==> src/rtl/eviction_write_buffer_multi.sv <==
`default_nettype none
// ============================================================================
//  Module   : eviction_write_buffer_multi
//  Brief    : DEPTH-entry FIFO that absorbs dirty-line evictions from L1,
//             coalesces repeat evictions of a buffered line, forwards
//             buffered data to refills and drains to pmem in FIFO order,
//             yielding to pending pmem reads.
//  Revision : 1.0 - initial release
// ============================================================================
module eviction_write_buffer_multi #(
    parameter int DEPTH  = 4,
    parameter int ADDR_W = 16,
    parameter int LINE_W = 128
) (
    input  logic              clk,
    input  logic              rst,
    input  logic              evict_write,
    input  logic [ADDR_W-1:0] evict_addr,
    input  logic [LINE_W-1:0] evict_data,
    output logic              evict_ready,
    input  logic              pmem_read,
    input  logic [ADDR_W-1:0] read_addr,
    output logic              read_hit,
    output logic [LINE_W-1:0] read_data,
    input  logic              pmem_resp,
    output logic              pmem_write,
    output logic [ADDR_W-1:0] pmem_address,
    output logic [LINE_W-1:0] pmem_wdata,
    output logic              full,
    output logic              empty
);

    localparam int PTR_W = $clog2(DEPTH);
    localparam int CNT_W = PTR_W + 1;

    localparam logic [PTR_W-1:0] c_PTR_ONE  = PTR_W'(1);
    localparam logic [CNT_W-1:0] c_CNT_ONE  = CNT_W'(1);
    localparam logic [CNT_W-1:0] c_CNT_FULL = CNT_W'(DEPTH);

    typedef enum logic [0:0] {
        S_IDLE = 1'b0,
        S_WB   = 1'b1
    } state_t;

    state_t            r_state;
    state_t            w_state_nxt;

    logic [ADDR_W-1:0] r_addr [DEPTH];
    logic [LINE_W-1:0] r_data [DEPTH];
    logic [DEPTH-1:0]  r_valid;
    logic [PTR_W-1:0]  r_head;
    logic [PTR_W-1:0]  r_tail;
    logic [CNT_W-1:0]  r_count;

    logic              w_ev_match;
    logic [PTR_W-1:0]  w_ev_idx;
    logic              w_head_busy;
    logic              w_accept;
    logic              w_push;
    logic              w_coal;
    logic              w_pop;

    assign full  = (r_count == c_CNT_FULL);
    assign empty = (r_count == '0);

    // Look up the incoming eviction address among valid entries (at most one can match)
    always_comb begin
        w_ev_match = 1'b0;
        w_ev_idx   = '0;
        for (int i = 0; i < DEPTH; i++) begin
            if (r_valid[i] && (r_addr[i] == evict_addr)) begin
                w_ev_match = 1'b1;
                w_ev_idx   = PTR_W'(i);
            end
        end
    end

    // Forward buffered data to a pending refill; zero when nothing matches
    always_comb begin
        read_hit  = 1'b0;
        read_data = '0;
        for (int i = 0; i < DEPTH; i++) begin
            if (r_valid[i] && (r_addr[i] == read_addr)) begin
                read_hit  = 1'b1;
                read_data = r_data[i];
            end
        end
    end

    // The head entry is frozen while it is being written to pmem, so a
    // coalesce onto it must stall rather than change data under the write.
    assign w_head_busy = (r_state == S_WB) && w_ev_match && (w_ev_idx == r_head);
    assign evict_ready = (!full || w_ev_match) && !w_head_busy;
    assign w_accept    = evict_write && evict_ready;
    assign w_push      = w_accept && !w_ev_match;
    assign w_coal      = w_accept && w_ev_match;
    assign w_pop       = (r_state == S_WB) && pmem_resp;

    assign pmem_address = empty ? '0 : r_addr[r_head];
    assign pmem_wdata   = empty ? '0 : r_data[r_head];

    // Next-state and Moore output: write only from S_WB, reads preempt a write
    always_comb begin
        w_state_nxt = r_state;
        pmem_write  = 1'b0;
        case (r_state)
            S_IDLE: begin
                if (!empty && !pmem_read) begin
                    w_state_nxt = S_WB;
                end
            end
            S_WB: begin
                pmem_write = 1'b1;
                if (pmem_resp || pmem_read) begin
                    w_state_nxt = S_IDLE;
                end
            end
            default: begin
                w_state_nxt = S_IDLE;
            end
        endcase
    end

    // Control state: FSM, pointers, occupancy and valid bits
    always_ff @(posedge clk) begin
        if (rst) begin
            r_state <= S_IDLE;
            r_head  <= '0;
            r_tail  <= '0;
            r_count <= '0;
            r_valid <= '0;
        end else begin
            r_state <= w_state_nxt;
            if (w_push) begin
                r_valid[r_tail] <= 1'b1;
                r_tail          <= r_tail + c_PTR_ONE;
            end
            if (w_pop) begin
                r_valid[r_head] <= 1'b0;
                r_head          <= r_head + c_PTR_ONE;
            end
            case ({w_push, w_pop})
                2'b10:   r_count <= r_count + c_CNT_ONE;
                2'b01:   r_count <= r_count - c_CNT_ONE;
                default: r_count <= r_count;
            endcase
        end
    end

    // Entry payload: new lines land at the tail, repeats overwrite in place
    always_ff @(posedge clk) begin
        if (w_push) begin
            r_addr[r_tail] <= evict_addr;
            r_data[r_tail] <= evict_data;
        end
        if (w_coal) begin
            r_data[w_ev_idx] <= evict_data;
        end
    end

endmodule
`default_nettype wire

==> config.mk <==
export PLATFORM = sky130hd
export DESIGN_NAME = eviction_write_buffer_multi
export DESIGN_NICKNAME = d
export VERILOG_FILES = /design/src/rtl/eviction_write_buffer_multi.sv
export SDC_FILE = /design/constraint.sdc
export NUM_CORES = 1
export LEC_CHECK = 0
export ABC_CLOCK_PERIOD_IN_PS = 15600
export BUFFER_PORTS_ARGS = -buffer_cell sky130_fd_sc_hd__buf_4
export CORE_ASPECT_RATIO = 0.8
export CORE_MARGIN = 2
export CORE_UTILIZATION = 52
export CTS_CLUSTER_SIZE = 24
export DETAILED_ROUTE_END_ITERATION = 7
export PLACE_DENSITY = 0.77
export SYNTH_ARGS = -nofsm -noshare
export SYNTH_HDL_FRONTEND = slang
export SYNTH_SLANG_ARGS = --single-unit
==> constraint.sdc <==
create_clock -name clk -period 15.6 [get_ports clk]
set_input_delay 0.78 -clock clk [delete_from_list [all_inputs] [get_ports clk]]
set_output_delay 0.78 -clock clk [all_outputs]
set_load 0.02 [all_outputs]
# == Word-level counts from Yosys, hierarchy flattened ==
# Memories as Yosys holds them, arrays and structs flattened. A register that Yosys moved wholly into a read port is not among the register bits.
# Index checks and enable logic that the tools add are counted.
# totals
reg_bits,12
ramBits,576
inputBits,165
out_inout_bits,277
n_memories,2
# mem_list
name,words,width,read_ports,rd_ports_with_merged_regs,write_ports,line,source
r_data,4,128,5,1,1,49,logic [LINE_W-1:0] r_data [DEPTH];
r_addr,4,16,5,1,1,48,logic [ADDR_W-1:0] r_addr [DEPTH];
# classes
addsub,4
n_lt_le_gt_ge,4
n_eq_ne,12
muxes,40
bitwise_logic,4
n_reduce_logical,28
# op_table
op,count
$mux 128,6
$eq 16x16->1,8
$reduce_or 128->1,1
$mux 1,19
$logic_and 1x1->1,18
$mux 16,1
$mux 2,7
$mux 4,3
$lt 2x3->1 const B,2
$pmux 3 s2,1
$logic_not 1->1,5
$add 2x1->2 const B,2
$and 4x4->4,1
$demux 1 s2,2
$ge 2x1->1 const B,2
$not 4->4,1
$or 4x4->4,1
$add 3x1->3 const B,1
$eq 3x3->1 const B,1
$logic_not 3->1,1
$sub 3x1->3 const B,1
$eq 2x1->1 const B,1
$eq 2x2->1,1
$eq 2x2->1 const B,1
other kinds (4),5

# == Longest topological paths before layout ==
# Gate-level depths: netlist of run 1.
# An unclocked memory read counts as a cell.
# depth
depth_word,17
depth_mapped,12
mapped_depth_nobuf,12

# == Worst setup path after synthesis of run 1 ==
# Ideal clock, no wire load.
# synth_timing
kind,input to register
from,input evict_addr[0]
to,memory r_data[2][0] (enable)
setup_ps,975
arrival_time_ps,15096
required_time_ps,14625
path_slack_ps,-471
stages,7
n_path_buf,0
cell_sequence,xor2_1 nor4_1 nand4_1 o22ai_1 nand3b_1 a221oi_2 nor4b_1
# synth_between
elab_chain_len,16
word_cells_on_any_way,32
cone_classes,5 x eq/ne; 13 x mux; 14 x reduce/logical
# synth_lines
item,line,source
from (decl),18,"input logic [ADDR_W-1:0] evict_addr,"
$eq 16x16->1,71,if (r_valid[i] && (r_addr[i] == evict_addr)) begin
$logic_and 1x1->1,71,
$mux 1 (4 in a row),71,
$logic_and 1x1->1 (2 in a row),92,assign w_head_busy = (r_state == S_WB) && w_ev_match && (w_ev_idx == r_head);
$logic_not 1->1,93,assign evict_ready = (!full || w_ev_match) && !w_head_busy;
$logic_and 1x1->1,93,
$logic_and 1x1->1,94,assign w_accept = evict_write && evict_ready;
$logic_and 1x1->1,96,assign w_coal = w_accept && w_ev_match;
$mux 1,156,if (w_coal) begin
$mux 1 (implied by the code),157,r_data[w_ev_idx] <= evict_data;
$reduce_or 128->1 (no source line),n/a,
$mux 2 (no source line) or $mux 1 (tied branches),n/a,
to (decl),49,
# Several ways; a longest one is shown, not always the timed one.

==> run metrics, run 1 <==
DR vias=roughly 18000; DR WL/cell=approximately 26 um; fillcell total=4011; HP Class=in2reg; Area Growth Syn to Fin=19.6%; CTS root buf=clkbuf_16; wire length of the first global-routing pass=around 120 mm; slowest stage delay, CP=0.95 ns; Avg Inst Size Synth=16.2 um^2; Routed Antenna Nets=0; Post-synth EDFFs=between 500 and 600; crit path max fanout=47; leakage power=0.0122 uW; synth warn=0; IO Port Bufs=441; Worst-Margin Slew=approximately 1.4 ns; reg2reg start=r_addr[1][10]; FFs w/ async S/R, synth=0%; Vias/cell=6.07; Total Power=3920 uW; io pins=442; Post-CTS Setup Inserts=0; GRT overflow=0; Die X-Extent=roughly 270 um; Final Max Tran Viols=0; TritonCTS clock tree=done; most frequent cells in the layout=edfxtp_1 (576), buf_4 (467), nor2_1 (266); relative slew slack=7.45%; hold bufs inserted after CTS=0; sequential share of the synthesized area=slightly above 60%; critical path class=reg2out; Max Fclk=roughly 190 MHz; post-CTS sizing=0; Mapped Nets=1956; Iter 0 DRT Violations=1764; Cell Area, Placed=0.0326 mm^2; Die ar.=approximately 0.058 mm^2; initial antenna violation count=3; CP arrival=4.46 ns; final clock skew=0.0198 ns; CP Cell Sequence=xnor2_1 -> nand4_1 -> nor4_1 -> and3_4 -> buf_4 -> a221oi_2 -> nor2_1 -> mux2_2 -> buf_4; vias in the first global route=between 15000 and 20000; end of the worst hold path=r_state; CP startpoint kind=flop; crit end category=output pin; Hold Path Origin=pmem_read; final wirelength=78.5 mm; CTS clk-pin slew, worst paths=0.06 ns; status=complete, no violations; H-tree Lvls=2; CP startpoint=r_addr[2][12]; peak supply drop=0.000107 V; Clock Latency Late Sink=0.63 ns; clock buffer count from CTS=between 50 and 60; Starting Density=between 50% and 60%; DR DRC count=0; NumNets Final=2365; die outline height=215 um; largest net degree at the start of global routing=129; hpwl dp=48.7 mm; commonest non-fill, non-tap cell in the layout=edfxtp_1; Finished Cell Area=0.0346 mm^2; Netlist cell types=50; path depth of the worst reg2reg path=9; crit path max-delay cell type=and3_4; FF-to-FF setup slack=~11 ns; critical path's most frequent cell=buf_4; Yosys reg bits=590; Setup violations, final=0; cell count after synthesis=approximately 1800; core area=between 0.05 and 0.06 mm^2; CP required=roughly 15 ns; top_reg_cell synth=edfxtp_1; period utilisation layout=33.6%; Hold Path Stages=2; min Tclk post-route=5.24 ns; CTS sink count=590; pwr/cell area=between 100 and 150 mW/mm^2; row cnt=77; area of the mapped netlist=0.0289 mm^2; maxcap violations=0; Final Wtd Congestion=0.934; Hold Vio Cnt, Final=0; layout cell share with drive strength beyond 1=43.1%; Longest Clk Path Bufs=3; Total GRT Usage=26.9%; drt pass-1 iters=7; RSZ-0062 raised after global routing=false; Reg-to-Reg End=r_data[1][90]
==> sequential cells by signal (all words and copies together), names as in the netlist, named ones only <==
name     flops
r_addr      64
r_count      3
r_data     512
r_head       2
r_state      1
r_tail       2
r_valid      4
==> through the flow <==
stage | utilization (%) | setup TNS (ns) | hold slack (ns) | setup slack [ns] | cells
6_report | 62.8 | 0 | 0.332 | 10.36 | 2993
5_1_grt | 62.8 | 0 | 0.313 | 10.13 | 2991
4_1_cts | 62.8 | 0 | 0.297 | 10.32 | 2990
3_5_place_dp | 59.2 | 0 | 0.497 | 10.53 | 2880
3_3_place_gp | 59.2 | 0 | 0.487 | 10.56 | 2880
2_1_floorplan | - | -120.26 | 0.462 | -0.471 | 1781
==> synthesized netlist by cell type (2+ instances only) <==
master,instances,area [um^2]
dfxtp_1,14,280
nor2_1,266,998
xor2_1,82,718
inv_1,11,41.3
buf_2,18,90.1
o21a_1,4,30.0
nand2_1,9,33.8
mux2_2,129,1450
xnor2_1,50,438
nor2b_1,145,907
nor4_1,15,93.8
buf_1,20,75.1
a31oi_1,2,12.5
ha_1,9,113
clkbuf_1,46,173
clkbuf_8,4,55.1
bufbuf_8,3,56.3
o21ai_0,2,10.0
nor4b_1,2,17.5
edfxtp_1,576,17300
nor3b_1,3,22.5
nand4_1,14,87.6
a221oi_1,8,70.1
and2_1,7,43.8
a21oi_1,6,30.0
nand3_1,7,35.0
buf_6,4,45.0
buf_4,12,90.1
and3_1,2,12.5
a221oi_2,121,1820
or3_1,3,18.8
nor4_2,3,37.5
mux4_2,144,3240
buf_12,11,220
o22ai_1,3,18.8
mux2i_1,2,20.0
buf_8,2,30.0
nor3_1,10,50.1
==> routing by layer <==
layer,vias up,GRT usage [%],share of wire [%]
met2,858,42.9,48
met3,149,6.30,8.5
met4,4,9.50,3.4
met1,9349,36.2,40
met5,-,0,0.033
li1,7813,-,-
==> worst max-delay path: cells and delay by family (launching register included) <==
family,cells,cell delay [ns]
flops,1,0.44
mux,1,0.19
simple gates,4,1.79
buf+inv,2,0.97
xor+xnor,1,0.31
compound gates,1,0.05
==> where the power goes <==
group          switching [uW]  internal, uW
Clock                     604           839
Combinational             347           233
Sequential               56.2          1840
Total                    1010          2910
==> cell families (layout without fill, tap and decap cells) <==
| kind of cell | after synthesis | count (layout) | share of synthesized area (%) |
|---|---|---|---|
| other cells | 0 | 3 | 0 |
| fa+ha+maj | 10 | 10 | 0.458 |
| buf+inv | 131 | 590 | 3.03 |
| simple gates | 493 | 493 | 8.41 |
| flops | 590 | 590 | 60.8 |
| xor+xnor | 132 | 132 | 4.00 |
| compound gates | 150 | 150 | 7.05 |
| mux | 275 | 275 | 16.3 |
==> how the worst max path moves through the flow <==
stage                                to  slack, ns  cells after the start
after floorplan            r_data[2][0]      -0.47                      7
after global placement     read_data[5]      10.56                     10
after CTS                  read_data[7]      10.32                      9
final                      read_data[7]      10.36                      9
after global routing      read_data[15]      10.13                      9
after detailed placement   read_data[7]      10.53                     10
==> final cells by class <==
| class | count | area (um^2) | area share (%) |
|---|---|---|---|
| clock buffers | 76 | 1520 | 4.39 |
| repair buffers | 469 | 3550 | 10.2 |
| multi-input cells | 1060 | 10500 | 30.4 |
| diodes | 3 | 7.51 | 0.0217 |
| clock inverters | 34 | 448 | 1.29 |
| flip-flops and latches | 590 | 17600 | 50.8 |
| inverters | 11 | 41.3 | 0.119 |
| well taps | 750 | 938 | 2.71 |
Power figures use the tool's default switching activity.
==> run 2, diff against run 1 <==
--- a/config.mk
+++ b/config.mk
@@ -5,14 +5,14 @@
 export SDC_FILE = /design/constraint.sdc
 export NUM_CORES = 1
 export LEC_CHECK = 0
-export ABC_CLOCK_PERIOD_IN_PS = 15600
+export ABC_CLOCK_PERIOD_IN_PS = 5100
 export BUFFER_PORTS_ARGS = -buffer_cell sky130_fd_sc_hd__buf_4
 export CORE_ASPECT_RATIO = 0.8
 export CORE_MARGIN = 2
-export CORE_UTILIZATION = 52
+export CORE_UTILIZATION = 58
 export CTS_CLUSTER_SIZE = 24
 export DETAILED_ROUTE_END_ITERATION = 7
-export PLACE_DENSITY = 0.77
+export PLACE_DENSITY = 0.81
 export SYNTH_ARGS = -nofsm -noshare
 export SYNTH_HDL_FRONTEND = slang
 export SYNTH_SLANG_ARGS = --single-unit
==> constraint.sdc (replaced) <==
create_clock -name clk -period 5.1 [get_ports clk]
set_input_delay 0.255 -clock clk [delete_from_list [all_inputs] [get_ports clk]]
set_output_delay 0.255 -clock clk [all_outputs]
set_load 0.02 [all_outputs]
==> run metrics, run 2 (synthesized netlist as in run 1, its figures left out) <==
status=complete, no violations; clock buffer count from CTS=58; Setup violations, final=0; layout cell share with drive strength beyond 1=40.4%; Cell Area, Placed=0.0329 mm^2; relative slew slack=between 20% and 30%; wire length of the first global-routing pass=120 mm; Starting Density=58.4%; CP arrival=4.00 ns; Die X-Extent=254 um; Final WS setup=about 0.84 ns; Total GRT Usage=31.0%; final clock skew=0.0277 ns; IO Port Bufs=roughly 440; final wirelength=around 81 mm; CP Cell Sequence=xnor2_1 -> nand4_1 -> nor4_1 -> and3_4 -> buf_12 -> a221oi_2 -> nor2_1 -> mux2_2 -> buf_4; Routed Antenna Nets=0; core area=0.0495 mm^2; area of the multi-input gates=around 0.011 mm^2; Worst-Margin Slew=1.17 ns; io pins=roughly 440; Die ar.=0.0517 mm^2; crit path max fanout=40; DR vias=18900; CP required=4.85 ns; vias in the first global route=about 20000; largest net degree at the start of global routing=129; hpwl dp=49.4 mm; Clock Latency Late Sink=0.63 ns; crit path max-delay cell type=and3_4; pwr/cell area=roughly 330 mW/mm^2; reg2reg start=r_addr[1][10]; CP startpoint kind=flop; CTS root buf=clkbuf_16; Vias/cell=6.17; Crit path max-delay family=simple AND/OR/NAND/NOR gates; critical path class=reg2out; fillcell total=3003; slowest stage delay, CP=0.88 ns; Sequential Area=0.0176 mm^2; Final Max Tran Viols=0; DR WL/cell=between 20 and 30 um; crit path buf inv count=2; HP Class=in2reg; period utilisation layout=83.4%; setup TNS=0 ns; CTS sink count=590; CP startpoint=r_addr[2][4]; NumNets Final=approximately 2500; Hold Vio Cnt, Final=0; crit end category=output pin; RSZ-0062 raised after global routing=false; Iter 0 DRT Violations=1862; Area Growth Syn to Fin=25.0%; leakage power=0.0129 uW; dpl ws=1.42 ns; drt pass-1 iters=5; die outline height=204 um; TritonCTS clock tree=done; Layout Utilization=73.1%; Max Fclk=235 MHz; register name with the most flops=r_data; most frequent cells in the layout=edfxtp_1 (576), buf_4 (456), nor2_1 (266); DR DRC count=0; min Tclk post-route=4.26 ns; H-tree Lvls=2; GRT overflow=0; initial antenna violation count=4; post-CTS sizing=0; commonest non-fill, non-tap cell in the layout=edfxtp_1; biggest regs=r_data (512), r_addr (64), r_valid (4); peak supply drop=0.000328 V; Final Wtd Congestion=0.955; CTS clk-pin slew, worst paths=0.06 ns; maxcap violations=0; Finished Cell Area=0.0362 mm^2; row cnt=73; Hold Path Origin=evict_write; Longest Clk Path Bufs=3; max FFs per register=about 510
==> run 2: cell types whose count changed in the layout (fill, tap and decap cells not counted), moves of 2 or more <==
cell           before  now
buf_12              2   20
buf_4             467  456
bufinv_16           9    3
clkbuf_1           18   13
clkbuf_16          58   60
clkinv_1            7   17
clkinv_2           10    3
clkinv_4            0    2
dlygate4sd3_1       0  147
nor3b_2             2    0
nor3b_4             0    2
nor4b_2             2    0
nor4b_4             0    2
==> run 2: worst paths after layout <==
path / cells past startpoint / end / slack [ns]
max reg2reg: 8 / r_data[1][122] / 1.30
min reg2reg: 1 / r_valid[3] / 0.52
max: 9 / read_data[126] / 0.84
min: 2 / r_data[2][82] / 0.12
==> run 2: metrics by stage <==
stage / hold slack (ns) / std cells / power, uW
2_1_floorplan: 0.338 / 1781 / 6830
3_3_place_gp: 0.425 / 2812 / 7650
3_5_place_dp: 0.430 / 2812 / 7680
4_1_cts: 0.0972 / 3063 / 11900
5_1_grt: 0.114 / 3064 / 12200
6_report: 0.119 / 3065 / 11800
==> run 2: what timing repair did <==
action,CTS,global route
setup buffers,0,0
hold buffers,147,0
hold endpoints to repair,586,0
==> run 2: cell type report <==
type | instances | area share (%)
flip-flops and latches | 590 | 48.6
well taps | 675 | 2.33
multi-input cells | 1060 | 29.3
clock inverters | 30 | 0.706
clock buffers | 74 | 4.32
inverters | 11 | 0.114
diodes | 2 | 0.0138
repair buffers | 623 | 14.6
==> run 2: report_power, final <==
part / leakage, uW / switching, uW / total, uW / internal (uW)
combinational: 0.00660 / 1110 / 1920 / 808
sequential: 0.00540 / 166 / 5790 / 5620
clock: 0.000870 / 1820 / 4130 / 2310
==> run 2: per-layer routing <==
metal | global-route usage [%] | wire length [um]
met5 | 0 | 36
met4 | 9.92 | 2290
met3 | 7.33 | 7600
met2 | 50.5 | 39700
met1 | 41.8 | 31400
==> run 3, diff against run 2 <==
--- a/config.mk
+++ b/config.mk
@@ -5,7 +5,7 @@
 export SDC_FILE = /design/constraint.sdc
 export NUM_CORES = 1
 export LEC_CHECK = 0
-export ABC_CLOCK_PERIOD_IN_PS = 5100
+export ABC_CLOCK_PERIOD_IN_PS = 4500
 export BUFFER_PORTS_ARGS = -buffer_cell sky130_fd_sc_hd__buf_4
 export CORE_ASPECT_RATIO = 0.8
 export CORE_MARGIN = 2
==> constraint.sdc (replaced) <==
create_clock -name clk -period 4.5 [get_ports clk]
set_input_delay 0.225 -clock clk [delete_from_list [all_inputs] [get_ports clk]]
set_output_delay 0.225 -clock clk [all_outputs]
set_load 0.02 [all_outputs]
==> run metrics, run 3 (synthesized netlist as in run 1, its figures left out) <==
status=complete, no violations; CP startpoint=r_addr[2][8]; met2 Use GR=50.7%; Iter 0 DRT Violations=1794; NumNets Final=2519; grt met3 use=7.34%; critical path class=reg2out; relative slew slack=23.4%; Total Power=13200 uW; GRT overflow=0; crit path to=read_data[115]; CTS sink count=slightly below 600; reg2reg start=r_addr[3][1]; Setup violations, final=0; wire length of the first global-routing pass=121 mm; RSZ-0062 raised after global routing=false; Hold Vio Cnt, Final=0; DR DRC count=0; Worst-Margin Slew=1.15 ns; row cnt=73; Final WS setup=0.310 ns; CP required=4.28 ns; IO Port Bufs=441; Vias/cell=6.21; CTS root buf=clkbuf_16; drt pass-1 iters=5; biggest regs=r_data (512), r_addr (64), r_valid (4); DR WL/cell=26.8 um; leakage power=0.0128 uW; layout cell share with drive strength beyond 1=40.6%; FF-to-FF setup slack=0.91 ns; H-tree Lvls=2; DR vias=19100; register name with the most flops=r_data; Area Growth Syn to Fin=24.6%; Starting Density=58.4%; CP arrival=3.96 ns; crit path max fanout=40; CP startpoint kind=flop; Die X-Extent=254 um; max FFs per register=a little over 500; io pins=442; grt met1 use=42.2%; HP Class=in2reg; hold slack=around 0.17 ns; clock buffer count from CTS=57; min Tclk post-route=4.19 ns; maxcap violations=0; path depth of the worst reg2reg path=8; Max Fclk=239 MHz; final clock skew=0.0210 ns; initial antenna violation count=3; Clock Latency Late Sink=0.61 ns; TritonCTS clock tree=done; most frequent cells in the layout=edfxtp_1 (576), buf_4 (456), nor2_1 (266); pwr/cell area=~370 mW/mm^2; final wirelength=a little over 80 mm; largest net degree at the start of global routing=104; commonest non-fill, non-tap cell in the layout=edfxtp_1; busiest metal layer after global routing=met2; Final Wtd Congestion=0.971; hpwl dp=49.3 mm; Die ar.=0.0517 mm^2; peak supply drop=0.000395 V; period utilisation layout=between 90 and 100%; Reg-to-Reg End=r_data[3][124]; Routed Antenna Nets=0; Longest Clk Path Bufs=3; die outline height=roughly 200 um; Total GRT Usage=31.3%; CTS clk-pin slew, worst paths=approximately 0.06 ns; Final Max Tran Viols=0; crit end category=output pin; core area=0.0495 mm^2; vias in the first global route=19500; fillcell total=about 3000; dpl ws=1.06 ns
[run 3: power breakdown]
group / internal, uW / leakage, uW / switching [uW]
clock: 2370 / 0.000823 / 2060
combinational: 920 / 0.00660 / 1260
sequential: 6370 / 0.00540 / 197
total: 9660 / 0.0128 / 3510
[run 3: how the worst min path moves through the flow]
stage | startpoint | endpoint | slack [ns] | cells past startpoint
2_1_floorplan | pmem_read | r_state | 0.31 | 1
3_5_place_dp | pmem_read | r_state | 0.40 | 2
3_3_place_gp | pmem_read | r_state | 0.40 | 2
5_1_grt | evict_write | r_tail[0] | 0.20 | 5
4_1_cts | evict_write | r_tail[0] | 0.14 | 5
6_report | evict_write | r_tail[0] | 0.17 | 5
[run 3: layer usage]
layer,vias to the layer above,share of wire (%),wire length [um]
met1,9777,39,32100
li1,8127,-,-
met5,-,0.016,13
met3,149,8.8,7240
met4,2,2.9,2370
met2,998,49,40400
[run 3: critical path, cell delays in order (launching register included)]
cell and delay [ns]:
edfxtp_1 0.45, xnor2_1 0.41, nand4_1 0.15, nor4_1 0.59, and3_4 0.75, buf_12 0.38
a221oi_2 0.06, nor2_1 0.19, mux2_2 0.20, buf_4 0.14
[run 3: layout make-up]
class / instances / area [um^2] / area share, %
timing repair buffer: 624 / 5320 / 14.7
tap: 675 / 845 / 2.34
antenna: 3 / 7.51 / 0.0208
sequential: 590 / 17600 / 48.8
clock buffer: 66 / 1460 / 4.05
multi-input combinational: 1060 / 10600 / 29.4
inverter: 11 / 41.3 / 0.115
clock inverter: 37 / 214 / 0.593
[run 3: stage by stage]
step	utilization, %	area [um^2]	TNS [ns]	cells
after floorplan	-	29000	-660.70	1781
after CTS	72.8	36000	0	3063
final	72.8	36100	0	3066
after global placement	66.5	32900	0	2813
after detailed placement	66.5	32900	0	2813
after global routing	72.8	36000	0	3065
[run 3: timing repair]
item	CTS	global route
buffers inserted	0	0
hold endpoints to repair	590	0
resized for setup	0	0
hold buffers	147	0
